$ cat config.mk
export PLATFORM = sky130hd
export DESIGN_NAME = collision_matrix_flat
export DESIGN_NICKNAME = d
export VERILOG_FILES = /design/src/rtl/collision_pkg.sv /design/src/rtl/collision_matrix_if.sv /design/src/rtl/collision_evt_fifo.sv /design/src/rtl/collision_matrix.sv /design/src/flat_wrapper.sv
export SDC_FILE = /design/constraint.sdc
export NUM_CORES = 1
export LEC_CHECK = 0
export ABC_AREA = 1
export CAP_MARGIN = 10
export CORE_ASPECT_RATIO = 2
export CORE_UTILIZATION = 50
export CTS_BUF_LIST = sky130_fd_sc_hd__clkbuf_4 sky130_fd_sc_hd__clkbuf_8 sky130_fd_sc_hd__clkbuf_16
export DETAILED_ROUTE_END_ITERATION = 8
export GPL_ROUTABILITY_DRIVEN = 0
export PLACE_DENSITY = 0.73
export SLEW_MARGIN = 20
export SYNTH_ARGS = -nofsm -noshare
export SYNTH_HDL_FRONTEND = slang
export SYNTH_HIERARCHICAL = 1
export SYNTH_SLANG_ARGS = --single-unit
$ cat constraint.sdc
create_clock -name clk -period 5.6 [get_ports clk]
set_input_delay 1.12 -clock clk [delete_from_list [all_inputs] [get_ports clk]]
set_output_delay 1.12 -clock clk [all_outputs]
set_load 0.03 [all_outputs]
$ cat src/rtl/collision_pkg.sv
// Shared types and defaults for the collision matrix block.
// Holds the pair-event record that the event FIFO carries, the default
// object counts and FIFO depth, and the index-width helper used by the
// interface and the top level.
package collision_pkg;

    localparam int DEF_N_A       = 4;
    localparam int DEF_N_B       = 8;
    localparam int DEF_EVT_DEPTH = 4;

    // Indices are stored at the widest supported size (16 objects per group)
    // and narrowed at the outputs.
    typedef struct packed {
        logic [3:0] a_idx;
        logic [3:0] b_idx;
    } pair_evt_t;

    // Index width for a group of n objects; a single object still needs one bit.
    function automatic int idx_w(input int n);
        return (n > 1) ? $clog2(n) : 1;
    endfunction

endpackage

$ cat src/rtl/collision_matrix_if.sv
// Pair-event stream of the collision matrix: valid/ready handshake plus the
// A and B indices of the colliding pair. The producer (collision_matrix) uses
// the master modport, the event consumer uses the slave modport.
interface collision_matrix_if
    import collision_pkg::*;
#(
    parameter int N_A = DEF_N_A,
    parameter int N_B = DEF_N_B
);
    logic                  evtValid;
    logic [idx_w(N_A)-1:0] evtA;
    logic [idx_w(N_B)-1:0] evtB;
    logic                  evtReady;

    modport master (output evtValid, output evtA, output evtB, input evtReady);
    modport slave  (input evtValid, input evtA, input evtB, output evtReady);
endinterface

$ cat src/rtl/collision_evt_fifo.sv
// First-word-fall-through FIFO for pair events.
// Pointers carry one extra wrap bit so full and empty are told apart by the
// MSB. A push while full is accepted only when a pop happens in the same
// cycle (the popped slot is the one being written).
module collision_evt_fifo #(
    parameter int WIDTH = 8,
    parameter int DEPTH = 4
) (
    input  logic             clk,
    input  logic             resetN,
    input  logic             push_i,
    input  logic [WIDTH-1:0] data_i,
    input  logic             pop_i,
    output logic             valid_o,
    output logic             full_o,
    output logic [WIDTH-1:0] data_o
);
    localparam int AW = $clog2(DEPTH);

    logic [AW:0]      wr_q, wr_d, rd_q, rd_d;
    logic [WIDTH-1:0] mem_q [DEPTH];
    logic             empty, full, do_push, do_pop;

    assign empty   = (wr_q == rd_q);
    assign full    = (wr_q[AW] != rd_q[AW]) && (wr_q[AW-1:0] == rd_q[AW-1:0]);
    assign do_pop  = pop_i & ~empty;
    assign do_push = push_i & (~full | do_pop);

    assign valid_o = ~empty;
    assign full_o  = full;
    assign data_o  = mem_q[rd_q[AW-1:0]];

    // Next pointer values from accepted push/pop.
    always_comb begin
        wr_d = wr_q;
        rd_d = rd_q;
        if (do_push) wr_d = wr_q + 1'b1;
        if (do_pop)  rd_d = rd_q + 1'b1;
    end

    // Pointer registers; reset empties the FIFO immediately.
    always_ff @(posedge clk or negedge resetN) begin
        if (!resetN) begin
            wr_q <= '0;
            rd_q <= '0;
        end else begin
            wr_q <= wr_d;
            rd_q <= rd_d;
        end
    end

    // Storage is data only and needs no reset.
    always_ff @(posedge clk) begin
        if (do_push) mem_q[wr_q[AW-1:0]] <= data_i;
    end

endmodule

$ cat src/rtl/collision_matrix.sv
// Collision matrix between two object groups (A, e.g. birds; B, e.g. shots).
// Tracks per-object and per-pair "hit this frame" flags, pulses on an
// object's first hit, counts distinct pairs per frame (saturating) and
// queues one pair event per cycle.
// Optional feature: define COLLISION_MATRIX_EVT_FIFO_EN to build the pair-event
// FIFO and overflow flag; without it the event stream and overflow read 0.
module collision_matrix
    import collision_pkg::*;
#(
    parameter int N_A       = DEF_N_A,
    parameter int N_B       = DEF_N_B,
    parameter int EVT_DEPTH = DEF_EVT_DEPTH,
    parameter int CNT_W     = 8
) (
    input  logic             clk,
    input  logic             resetN,
    input  logic             startOfFrame,
    input  logic [N_A-1:0]   reqA,
    input  logic [N_B-1:0]   reqB,
    output logic [N_A-1:0]   hitPulseA,
    output logic [N_B-1:0]   hitPulseB,
    output logic [N_A-1:0]   hitFrameA,
    output logic [N_B-1:0]   hitFrameB,
    output logic [CNT_W-1:0] pairCount,
    output logic             overflow,
    collision_matrix_if.master evt
);
    localparam int A_W   = idx_w(N_A);
    localparam int B_W   = idx_w(N_B);
    localparam int NEW_W = $clog2(N_A * N_B + 1);

    logic                      collision;
    logic [N_A-1:0]            hitA, flagA_eff, flagA_d, flagA_q, pulseA_d, pulseA_q;
    logic [N_B-1:0]            hitB, flagB_eff, flagB_d, flagB_q, pulseB_d, pulseB_q;
    logic [N_A-1:0][N_B-1:0]   pair_eff, pair_new, pair_d, pair_q;
    logic [NEW_W-1:0]          cnt_new;
    logic [CNT_W-1:0]          cnt_d, cnt_q;

    // Saturating add of this cycle's new pairs onto the frame count.
    function automatic logic [CNT_W-1:0] sat_add(input logic [CNT_W-1:0] a,
                                                 input logic [NEW_W-1:0] b);
        logic [CNT_W+NEW_W:0] s;
        s = {{(NEW_W+1){1'b0}}, a} + {{(CNT_W+1){1'b0}}, b};
        if (s > {{(NEW_W+1){1'b0}}, {CNT_W{1'b1}}}) return '1;
        return s[CNT_W-1:0];
    endfunction

    // Per-object hits, judged against flags already cleared by a frame start.
    always_comb begin
        collision = (|reqA) && (|reqB);
        flagA_eff = startOfFrame ? '0 : flagA_q;
        flagB_eff = startOfFrame ? '0 : flagB_q;
        hitA      = collision ? reqA : '0;
        hitB      = collision ? reqB : '0;
        pulseA_d  = hitA & ~flagA_eff;
        pulseB_d  = hitB & ~flagB_eff;
        flagA_d   = flagA_eff | hitA;
        flagB_d   = flagB_eff | hitB;
    end

    // Pair matrix: newly set pairs this cycle and their count.
    always_comb begin
        pair_eff = startOfFrame ? '0 : pair_q;
        pair_new = '0;
        cnt_new  = '0;
        for (int i = 0; i < N_A; i++) begin
            for (int j = 0; j < N_B; j++) begin
                pair_new[i][j] = reqA[i] & reqB[j] & ~pair_eff[i][j];
                cnt_new        = cnt_new + NEW_W'(pair_new[i][j]);
            end
        end
        pair_d = pair_eff | pair_new;
        cnt_d  = sat_add(startOfFrame ? '0 : cnt_q, cnt_new);
    end

    // Frame state registers.
    always_ff @(posedge clk or negedge resetN) begin
        if (!resetN) begin
            flagA_q  <= '0;
            flagB_q  <= '0;
            pulseA_q <= '0;
            pulseB_q <= '0;
            pair_q   <= '0;
            cnt_q    <= '0;
        end else begin
            flagA_q  <= flagA_d;
            flagB_q  <= flagB_d;
            pulseA_q <= pulseA_d;
            pulseB_q <= pulseB_d;
            pair_q   <= pair_d;
            cnt_q    <= cnt_d;
        end
    end

    assign hitPulseA = pulseA_q;
    assign hitPulseB = pulseB_q;
    assign hitFrameA = flagA_q;
    assign hitFrameB = flagB_q;
    assign pairCount = cnt_q;

`ifdef COLLISION_MATRIX_EVT_FIFO_EN
    logic      evt_found;
    pair_evt_t evt_sel, fifo_dout;
    logic      fifo_valid, fifo_full, fifo_pop;
    logic      overflow_d, overflow_q;
    logic      unused_evt_bits;

    // Pick the single event to queue: lowest A index, then lowest B index.
    always_comb begin
        evt_found = 1'b0;
        evt_sel   = '0;
        for (int i = 0; i < N_A; i++) begin
            for (int j = 0; j < N_B; j++) begin
                if (pair_new[i][j] && !evt_found) begin
                    evt_found     = 1'b1;
                    evt_sel.a_idx = 4'(i);
                    evt_sel.b_idx = 4'(j);
                end
            end
        end
    end

    assign fifo_pop = fifo_valid & evt.evtReady;

    collision_evt_fifo #(
        .WIDTH ($bits(pair_evt_t)),
        .DEPTH (EVT_DEPTH)
    ) u_evt_fifo (
        .clk     (clk),
        .resetN  (resetN),
        .push_i  (evt_found),
        .data_i  (evt_sel),
        .pop_i   (fifo_pop),
        .valid_o (fifo_valid),
        .full_o  (fifo_full),
        .data_o  (fifo_dout)
    );

    // A dropped event (full, no simultaneous pop) latches overflow until reset.
    assign overflow_d = overflow_q | (evt_found & fifo_full & ~fifo_pop);

    // Sticky overflow register; frame start leaves it alone.
    always_ff @(posedge clk or negedge resetN) begin
        if (!resetN) overflow_q <= 1'b0;
        else         overflow_q <= overflow_d;
    end

    assign evt.evtValid    = fifo_valid;
    assign evt.evtA        = fifo_dout.a_idx[A_W-1:0];
    assign evt.evtB        = fifo_dout.b_idx[B_W-1:0];
    assign overflow        = overflow_q;
    assign unused_evt_bits = ^{fifo_dout.a_idx, fifo_dout.b_idx};
`else
    logic unused_evt_ready;

    assign evt.evtValid     = 1'b0;
    assign evt.evtA         = '0;
    assign evt.evtB         = '0;
    assign overflow         = 1'b0;
    assign unused_evt_ready = evt.evtReady;
`endif

endmodule

$ cat src/flat_wrapper.sv
// flat-port wrapper written by rule: the top's interface ports become plain ports
module collision_matrix_flat import collision_pkg::*;
#(
    parameter int N_A       = DEF_N_A,
    parameter int N_B       = DEF_N_B,
    parameter int EVT_DEPTH = DEF_EVT_DEPTH,
    parameter int CNT_W     = 8
)
  (clk, resetN, startOfFrame, reqA, reqB, hitPulseA, hitPulseB, hitFrameA, hitFrameB, pairCount, overflow, evt_evtValid, evt_evtA, evt_evtB, evt_evtReady);
  collision_matrix_if #(.N_A(N_A), .N_B(N_B)) evt_i ();
  input  logic clk;
  input  logic resetN;
  input  logic startOfFrame;
  input  logic [N_A-1:0] reqA;
  input  logic [N_B-1:0] reqB;
  output logic [N_A-1:0] hitPulseA;
  output logic [N_B-1:0] hitPulseB;
  output logic [N_A-1:0] hitFrameA;
  output logic [N_B-1:0] hitFrameB;
  output logic [CNT_W-1:0] pairCount;
  output logic overflow;
  output wire logic [$bits(evt_i.evtValid)-1:0] evt_evtValid;
  output wire logic [$bits(evt_i.evtA)-1:0] evt_evtA;
  output wire logic [$bits(evt_i.evtB)-1:0] evt_evtB;
  input wire logic [$bits(evt_i.evtReady)-1:0] evt_evtReady;
  assign evt_evtValid = evt_i.evtValid;
  assign evt_evtA = evt_i.evtA;
  assign evt_evtB = evt_i.evtB;
  assign evt_i.evtReady = evt_evtReady;
  collision_matrix #(.N_A(N_A), .N_B(N_B), .EVT_DEPTH(EVT_DEPTH), .CNT_W(CNT_W)) u_core (.clk(clk), .resetN(resetN), .startOfFrame(startOfFrame), .reqA(reqA), .reqB(reqB), .hitPulseA(hitPulseA), .hitPulseB(hitPulseB), .hitFrameA(hitFrameA), .hitFrameB(hitFrameB), .pairCount(pairCount), .overflow(overflow), .evt(evt_i));
endmodule
==> results of run 1 <==
critical path, delay by kind of cell:
family | cells | cell delay, ns
adder cells (fa/ha/maj) | 8 | 3.64
AO/OA/AOI/OAI | 1 | 0.24
buffers and inverters | 5 | 0.44
AND/OR/NAND/NOR | 6 | 0.49
sequential cells by signal, indices dropped and copies added, names as in the netlist:
| signal | cells |
|---|---|
| u_core/hitPulseA | 4 |
| u_core/hitPulseB | 8 |
| u_core/pairCount | 8 |
| u_core/hitFrameB | 8 |
| u_core/hitFrameA | 4 |
| u_core/pair_q | 32 |
final cells by class:
cell class	count	area, um^2
clock buffers	9	225.2
clock inverters	7	72.57
flip-flops and latches	64	1602
fillers	582	2371
repair buffers	81	779.5
well taps	92	115.1
multi-input cells	230	1808
inverters	93	349.1
what timing repair did:
| item | in CTS | in global routing |
|---|---|---|
| cloned | 2 | 0 |
| endpoints found under the hold margin | 0 | 0 |
| setup endpoints to repair | 8 | 8 |
| hold buffers | 0 | 0 |
| buffers inserted | 0 | 3 |
| resized for setup | 37 | 9 |
| pin swaps | 9 | 11 |
metrics by stage:
stage | cell area (um^2) | setup slack [ns]
3_5_place_dp | 4507 | -0.8770
6_report | 4951 | -0.05457
3_3_place_gp | 4507 | -0.8083
2_1_floorplan | 3871 | -0.1212
4_1_cts | 4892 | -0.07881
5_1_grt | 4951 | -0.2062
routing by layer:
metal	wire length, um	global-route usage	vias to the layer above	part of all wire
met2	5246	0.4737	117	0.54
met5	0	0	-	0
li1	-	-	1414	-
met1	3207	0.2704	1518	0.33
met3	447	0.05657	51	0.046
met4	782	0.2313	0	0.081
logic make-up after synthesis:
kind of cell	synth area share
and+or+nand+nor	0.1501
buffers and inverters	0.1280
DFF	0.4213
AOI/OAI and AO/OA	0.1086
adders and majority gates	0.1863
xor gates and xnor gates	0.004609
other	0.0009865
layout by cell type, fill, tap and decap left out, types with 2 or more instances in the layout:
cell	netlist	routed
clkdlybuf4s50_1	0	35
nor2_1	11	11
nor2_2	10	10
clkbuf_16	0	9
nand3_1	9	6
nand3_2	10	12
o21ai_0	6	6
nor3_1	3	3
and3_1	6	6
conb_1	1	7
o211ai_1	26	26
buf_4	8	31
dfrtp_1	64	64
fa_1	26	23
ha_1	15	15
buf_16	0	2
inv_2	7	9
inv_1	86	84
nand2_1	65	61
clkdlybuf4s15_2	0	4
fa_2	0	3
nand2_4	0	3
clkinvlp_4	0	2
dlygate4sd2_1	0	2
clkinv_2	0	2
buf_12	0	2
o22ai_1	26	26
clkinv_4	0	2
buf_2	8	2
a21oi_1	4	4
power breakdown:
part / internal [W] / switching (W)
clock network: 0.000343 / 0.000203
registers: 0.000530 / 0.0000235
logic: 0.000559 / 0.000759
total: 0.00143 / 0.000986
worst min-delay path by stage:
| stage | start | slack, ns | cells after the start | to |
|---|---|---|---|---|
| global placement | u_core/pair_q[30] | 0.46 | 2 | u_core/pair_q[30] |
| global route | u_core/hitFrameA[1] | 0.50 | 1 | u_core/hitPulseA[1] |
| detailed placement | u_core/hitFrameA[1] | 0.46 | 1 | u_core/hitPulseA[1] |
| CTS | u_core/hitFrameA[1] | 0.47 | 1 | u_core/hitPulseA[1] |
| floorplan | u_core/pair_q[28] | 0.44 | 2 | u_core/pair_q[28] |
| finish | u_core/hitFrameA[1] | 0.47 | 1 | u_core/hitPulseA[1] |
==> out/results.txt, run 1 <==
IO Port Bufs - 46
DP Wirelength - 6961 um
R2r endpoint - u_core/pairCount[0]
DRT Pass-1 Iters - 4
Post-synth top area cell - dfrtp_1
Startpoint type of the worst setup path - input port
Violated checks - setup timing
Critical path class - in -> reg
Clk_lat worst skew - 0.33 ns
Final hold vios - 0
Grt total ovfl - 0
Yosys top cell area share - 0.4213
Leak - 2.605 nW
ANT nets after route - 0
Final hold slack - 0.4741 ns
Period minus WS final - 5.655 ns
Top cells by area, synth - dfrtp_1, fa_1, inv_1
Via density - 5.382
Total GRT Usage - 0.2742
Share of post-route cells with drive strength above 1 - 0.2087
Status - finished, violations left
Crit path cell chain - buf_12 > buf_16 > o211ai_1 > fa_1 > fa_1 > fa_2 > fa_1 > fa_1 > inv_1 > fa_1 > fa_2 > inv_2 > fa_2 > inv_2 > nand2_4 > nand2_4 > nand3_4 > nand2_4 > nand2_8 > nand2_1
Critical Path Sink Type - register
Setup violations, final - 8
Asr flop ratio synth - 1.000
CP Data Required Time - 5.87 ns
Post-synth top cells - inv_1, nand2_1, dfrtp_1
Die Width - 63.66 um
CTS HTree Levels - 3
Achievable clock frequency - 0.1768 GHz
Hold WC Path Type - reg -> reg
R2R setup slack - 0.64 ns
Most used cell, CP - fa_1
Setup TNS - -0.3787 ns
Area delta synth->final - 30.25%
Global-route wire length before repair - 15930 um
Dpl cells - 555
Synthesized area - 0.003801 mm^2
Root buffer cell - clkbuf_16
ANT cells - 0
Most used DFF post-synth - dfrtp_1
Worst setup startpoint - startOfFrame
Io pins - 55
DRC Markers - 0
Core Rows - 44
Worst vdd ir - 0.7307 mV
Most common cell in the synthesized netlist - inv_1
Flops & latches, synth - 64
Rel. slew slack - 0.4586
Die Area - 0.007976 mm^2
Cells after Synth - 403
RSZ-0062 raised after global routing - yes
Register area share after synthesis - 0.4213
Initial Utilization - 0.5191
Die height - 125.3 um
Detailed-route wire length per cell - 16.81 um
Avg Cell Area, Syn - 9.432 um^2
Finished Layout Cells - 576
Ys Warns - 6
Setup ws final - -0.05457 ns
Crit Path Max Fanout - 8
Setup crit end - u_core/pairCount[0]
R2r worst-path depth - 19
Max incr delay on CP - 0.58 ns
Tot Pwr - 0.002418 W
Num CTS Buffers - 9
R2r startpoint - u_core/pair_q[17]
Via Count - 3100
Tcrit/Tclk final - 1.010
Pin count of the biggest net entering global routing - 65
Reg clk slew, reported paths - 0.05 ns
CTS Sinks - 64
Layout Nets - 536
Core Box Area - 0.007322 mm^2
Initial DRC count - 261
Layout Utilization - 0.6762
CP max stage cell - fa_1
Final Max Tran Viols - 0
Post-synth EDFFs - 0
Clk buf depth - 2
PwrDens - 488.3 mW/mm^2
Max_cap viols - 0
Post-synthesis cell type count - 27
Worst Skew - 0.005172 ns
Worst Tran Pin Value - 0.8122 ns
Antenna violations before repair - 0
Post-Route WL - 9683 um
Vias in the first global route - 3317
CTS tree - built
Worst EP arrival - 5.92 ns
No activity file was read; power rests on OpenSTA's default activity.
==> inputs of run 2 (changes only) <==
--- a/config.mk
+++ b/config.mk
@@ -5,14 +5,15 @@
 export SDC_FILE = /design/constraint.sdc
 export NUM_CORES = 1
 export LEC_CHECK = 0
-export ABC_AREA = 1
+export ABC_AREA = 0
 export CAP_MARGIN = 10
 export CORE_ASPECT_RATIO = 2
 export CORE_UTILIZATION = 50
 export CTS_BUF_LIST = sky130_fd_sc_hd__clkbuf_4 sky130_fd_sc_hd__clkbuf_8 sky130_fd_sc_hd__clkbuf_16
+export CTS_CLUSTER_DIAMETER = 150
 export DETAILED_ROUTE_END_ITERATION = 8
 export GPL_ROUTABILITY_DRIVEN = 0
-export PLACE_DENSITY = 0.73
+export PLACE_DENSITY = 0.74
 export SLEW_MARGIN = 20
 export SYNTH_ARGS = -nofsm -noshare
 export SYNTH_HDL_FRONTEND = slang
==> run 2 against run 1 <==
Effect of this change:
- die area decreased by 4.2%
- sequential share of layout area decreased by 0.20 points
- critical path depth unchanged
- critical path type unchanged
- the flow still finishes with violations (setup timing)
- first-iteration DRC count decreased by 34%
- design area increased by 0.63%
==> out/results.txt, run 2 <==
Max incr delay on CP - 0.58 ns (about the same)
Clk_lat worst skew - 0.33 ns (about the same)
Core Rows - 43 (was 44)
Crit path cell chain - buf_12 > clkinvlp_4 > buf_6 > nand2_4 > nand3_2 > fa_1 > fa_1 > fa_1 > fa_1 > fa_1 > inv_1 > fa_1 > fa_2 > inv_2 > fa_2 > nand2b_4 > a21oi_4 > o211ai_1 > buf_4 > o211ai_1 (was buf_12 > buf_16 > o211ai_1 > fa_1 > fa_1 > fa_2 > fa_1 > fa_1 > inv_1 > fa_1 > fa_2 > inv_2 > fa_2 > inv_2 > nand2_4 > nand2_4 > nand3_4 > nand2_4 > nand2_8 > nand2_1)
Worst setup startpoint - startOfFrame (unchanged)
Register area share after synthesis - 0.4405 (was 0.4213)
Hold WC Path Type - reg -> reg (unchanged)
Reg clk slew, reported paths - 0.05 ns (about the same)
Layout Utilization - 0.7123 (was 0.6762)
Share of post-route cells with drive strength above 1 - 0.2104 (was 0.2087)
Switch Pwr - 0.0009311 W (was 0.0009857 W)
Worst Tran Pin Value - 0.7933 ns (was 0.8122 ns)
Period minus WS final - 5.846 ns (was 5.655 ns)
Status - finished, violations left (unchanged)
DP Wirelength - 6379 um (was 6961 um)
DRT Pass-1 Iters - 4 (unchanged)
Antenna violations before repair - 0 (unchanged)
Startpoint type of the worst setup path - input port (unchanged)
Setup crit end - u_core/pairCount[4] (was u_core/pairCount[0])
Post-synth top area cell - dfrtp_1 (unchanged)
Worst Skew - 0.005386 ns (was 0.005172 ns)
Crit Path Max Fanout - 6 (was 8)
Yosys top cell area share - 0.4405 (was 0.4213)
Detailed-route wire length per cell - 16.13 um (was 16.81 um)
Layout Nets - 532 (was 536)
Die Width - 62.30 um (was 63.66 um)
Tcrit/Tclk final - 1.044 (was 1.010)
Global-route wire length before repair - 15320 um (was 15930 um)
Violated checks - setup timing (unchanged)
R2r endpoint - u_core/pairCount[4] (was u_core/pairCount[0])
Top cells by area, synth - dfrtp_1, fa_1, nand2_1 (was dfrtp_1, fa_1, inv_1)
Final hold vios - 0 (unchanged)
Dpl cells - 545 (was 555)
Crit. path cell count - 20 (unchanged)
Clock power share - 0.243 (was 0.226)
Share of power burned in registers - 0.228 (was 0.229)
Post-synth EDFFs - 0 (unchanged)
Grt total ovfl - 0 (unchanged)
Post-route design area - 0.004982 mm^2 (was 0.004951 mm^2)
Die height - 122.6 um (was 125.3 um)
Critical Path Sink Type - register (unchanged)
R2r worst-path depth - 19 (unchanged)
Pint - 0.001553 W (was 0.001432 W)
Critical path class - in -> reg (unchanged)
CTS HTree Levels - 3 (unchanged)
ANT cells - 0 (unchanged)
Commonest non-fill, non-tap cell in the layout - nand2_1 (was inv_1)
PwrDens - 498.5 mW/mm^2 (was 488.3 mW/mm^2)
Switching Fraction - 0.3749 (was 0.4077)
Max FFs per register - 32 (unchanged)
Asr flop ratio synth - 1.000 (unchanged)
Num CTS Buffers - 9 (unchanged)
Most common cell in the synthesized netlist - nand2_1 (was inv_1)
Clk buf depth - 2 (unchanged)
Worst EP arrival - 6.09 ns (was 5.92 ns)
Worst vdd ir - 0.8324 mV (was 0.7307 mV)
Biggest register - u_core/pair_q (unchanged)
Placement Cell Area - 0.004459 mm^2 (was 0.004507 mm^2)
Die Area - 0.007638 mm^2 (was 0.007976 mm^2)
Post-synth top cells - nand2_1, dfrtp_1, inv_1 (was inv_1, nand2_1, dfrtp_1)
Pin count of the biggest net entering global routing - 65 (unchanged)
Root buffer cell - clkbuf_16 (unchanged)
Largest delay share family, worst path - adder cells (unchanged)
Fill count - 489 (was 582)
Most used cell, CP - fa_1 (unchanged)
R2R setup slack - 0.36 ns (was 0.64 ns)
Core Box Area - 0.006994 mm^2 (was 0.007322 mm^2)
Via density - 5.286 (was 5.382)
R2r startpoint - u_core/pair_q[15] (was u_core/pair_q[17])
Finished Layout Cells - 570 (was 576)
Initial Utilization - 0.5199 (was 0.5191)
Final Max Tran Viols - 0 (unchanged)
Commonest non-fill, non-tap cells in the layout - nand2_1, dfrtp_1, buf_4 (was inv_1, dfrtp_1, nand2_1)
Total GRT Usage - 0.2698 (was 0.2742)
Ys Warns - 6 (unchanged)
Most used DFF post-synth - dfrtp_1 (unchanged)
IO Port Bufs - 46 (unchanged)
CP Data Required Time - 5.85 ns (was 5.87 ns)
Synthesized area - 0.003636 mm^2 (was 0.003801 mm^2)
Rel. slew slack - 0.4712 (was 0.4586)
Post-synthesis cell type count - 34 (was 27)
Via Count - 3013 (was 3100)
Initial DRC count - 171 (was 261)
Tot Pwr - 0.002484 W (was 0.002418 W)
Leak - 2.528 nW (was 2.605 nW)
Vias in the first global route - 3301 (was 3317)
Post-Route WL - 9194 um (was 9683 um)
Avg Cell Area, Syn - 9.347 um^2 (was 9.432 um^2)
CP max stage cell - fa_1 (unchanged)
Io pins - 55 (unchanged)
Final hold slack - 0.4647 ns (was 0.4741 ns)
CP bufs+invs - 6 (was 5)
Combinational share of power - 0.529 (was 0.545)
ANT nets after route - 0 (unchanged)
Setup violations, final - 8 (unchanged)
RSZ-0062 raised after global routing - yes (unchanged)
DRC Markers - 0 (unchanged)
CTS Sinks - 64 (unchanged)
Achievable clock frequency - 0.1710 GHz (was 0.1768 GHz)
Flops & latches, synth - 64 (unchanged)
Area delta synth->final - 37.03% (was 30.25%)
Max_cap viols - 0 (unchanged)
Cells after Synth - 389 (was 403)
Setup ws final - -0.2463 ns (was -0.05457 ns)
CTS tree - built (unchanged)
[run 2: timing repair]
| action | 4_1_cts | 5_1_grt |
|---|---|---|
| endpoints found under the setup margin | 8 | 8 |
| pin swaps | 17 | 18 |
| gates resized for setup | 45 | 12 |
| hold buffers | 0 | 0 |
| buffers inserted | 5 | 3 |
| cloned | 1 | 0 |
[run 2: power groups by stage]
stage               Combinational (W)  Clock [W]  Sequential, W
global placement              0.00123          0       0.000571
global route                  0.00145   0.000632       0.000573
detailed placement            0.00127          0       0.000572
finish                        0.00131   0.000603       0.000566
CTS                           0.00131   0.000608       0.000566
floorplan                    0.000775          0       0.000636
[run 2: how the worst min path moves through the flow]
stage                        startpoint                  end  slack (ns)  depth (start not counted)
CTS                 u_core/hitFrameB[5]  u_core/hitPulseB[5]        0.47                          1
global route           u_core/pair_q[9]     u_core/pair_q[9]        0.49                          2
floorplan              u_core/pair_q[7]     u_core/pair_q[7]        0.43                          2
detailed placement    u_core/pair_q[21]    u_core/pair_q[21]        0.45                          2
finish              u_core/hitFrameB[5]  u_core/hitPulseB[5]        0.46                          1
global placement      u_core/pair_q[20]    u_core/pair_q[20]        0.45                          2
[run 2: final cells by class]
class | instances | area, um^2 | share of cell area
repair inverters | 1 | 7.507 | 0.001507
clock inverters | 5 | 80.08 | 0.01607
flip-flops and latches | 64 | 1602 | 0.3214
clock buffers | 11 | 246.5 | 0.04947
multi-input cells | 259 | 1914 | 0.3842
inverters | 44 | 167.7 | 0.03365
repair buffers | 96 | 852.1 | 0.1710
well taps | 90 | 112.6 | 0.02260
[run 2: cell families (layout without fill, tap and decap cells)]
family | after synthesis | count (layout) | synth area share
flops | 64 | 64 | 0.4405
buf+inv | 72 | 157 | 0.08465
other cells | 1 | 7 | 0.001031
xor+xnor | 2 | 2 | 0.004818
compound gates | 51 | 51 | 0.07984
fa+ha+maj | 41 | 41 | 0.1948
simple gates | 158 | 158 | 0.1944
[run 2: metrics by stage]
stage               setup slack [ns]  TNS [ns]
floorplan                    -0.2943    -1.956
global placement             -0.9084    -7.031
detailed placement           -0.9571    -7.361
CTS                          -0.3451    -2.504
global route                 -0.4152    -3.087
finish                       -0.2463    -1.704
[run 2: routing by layer]
metal | share of wire | GRT usage
met5 | 0 | 0
met3 | 0.034 | 0.04926
met1 | 0.35 | 0.2720
met4 | 0.059 | 0.2209
met2 | 0.56 | 0.4801
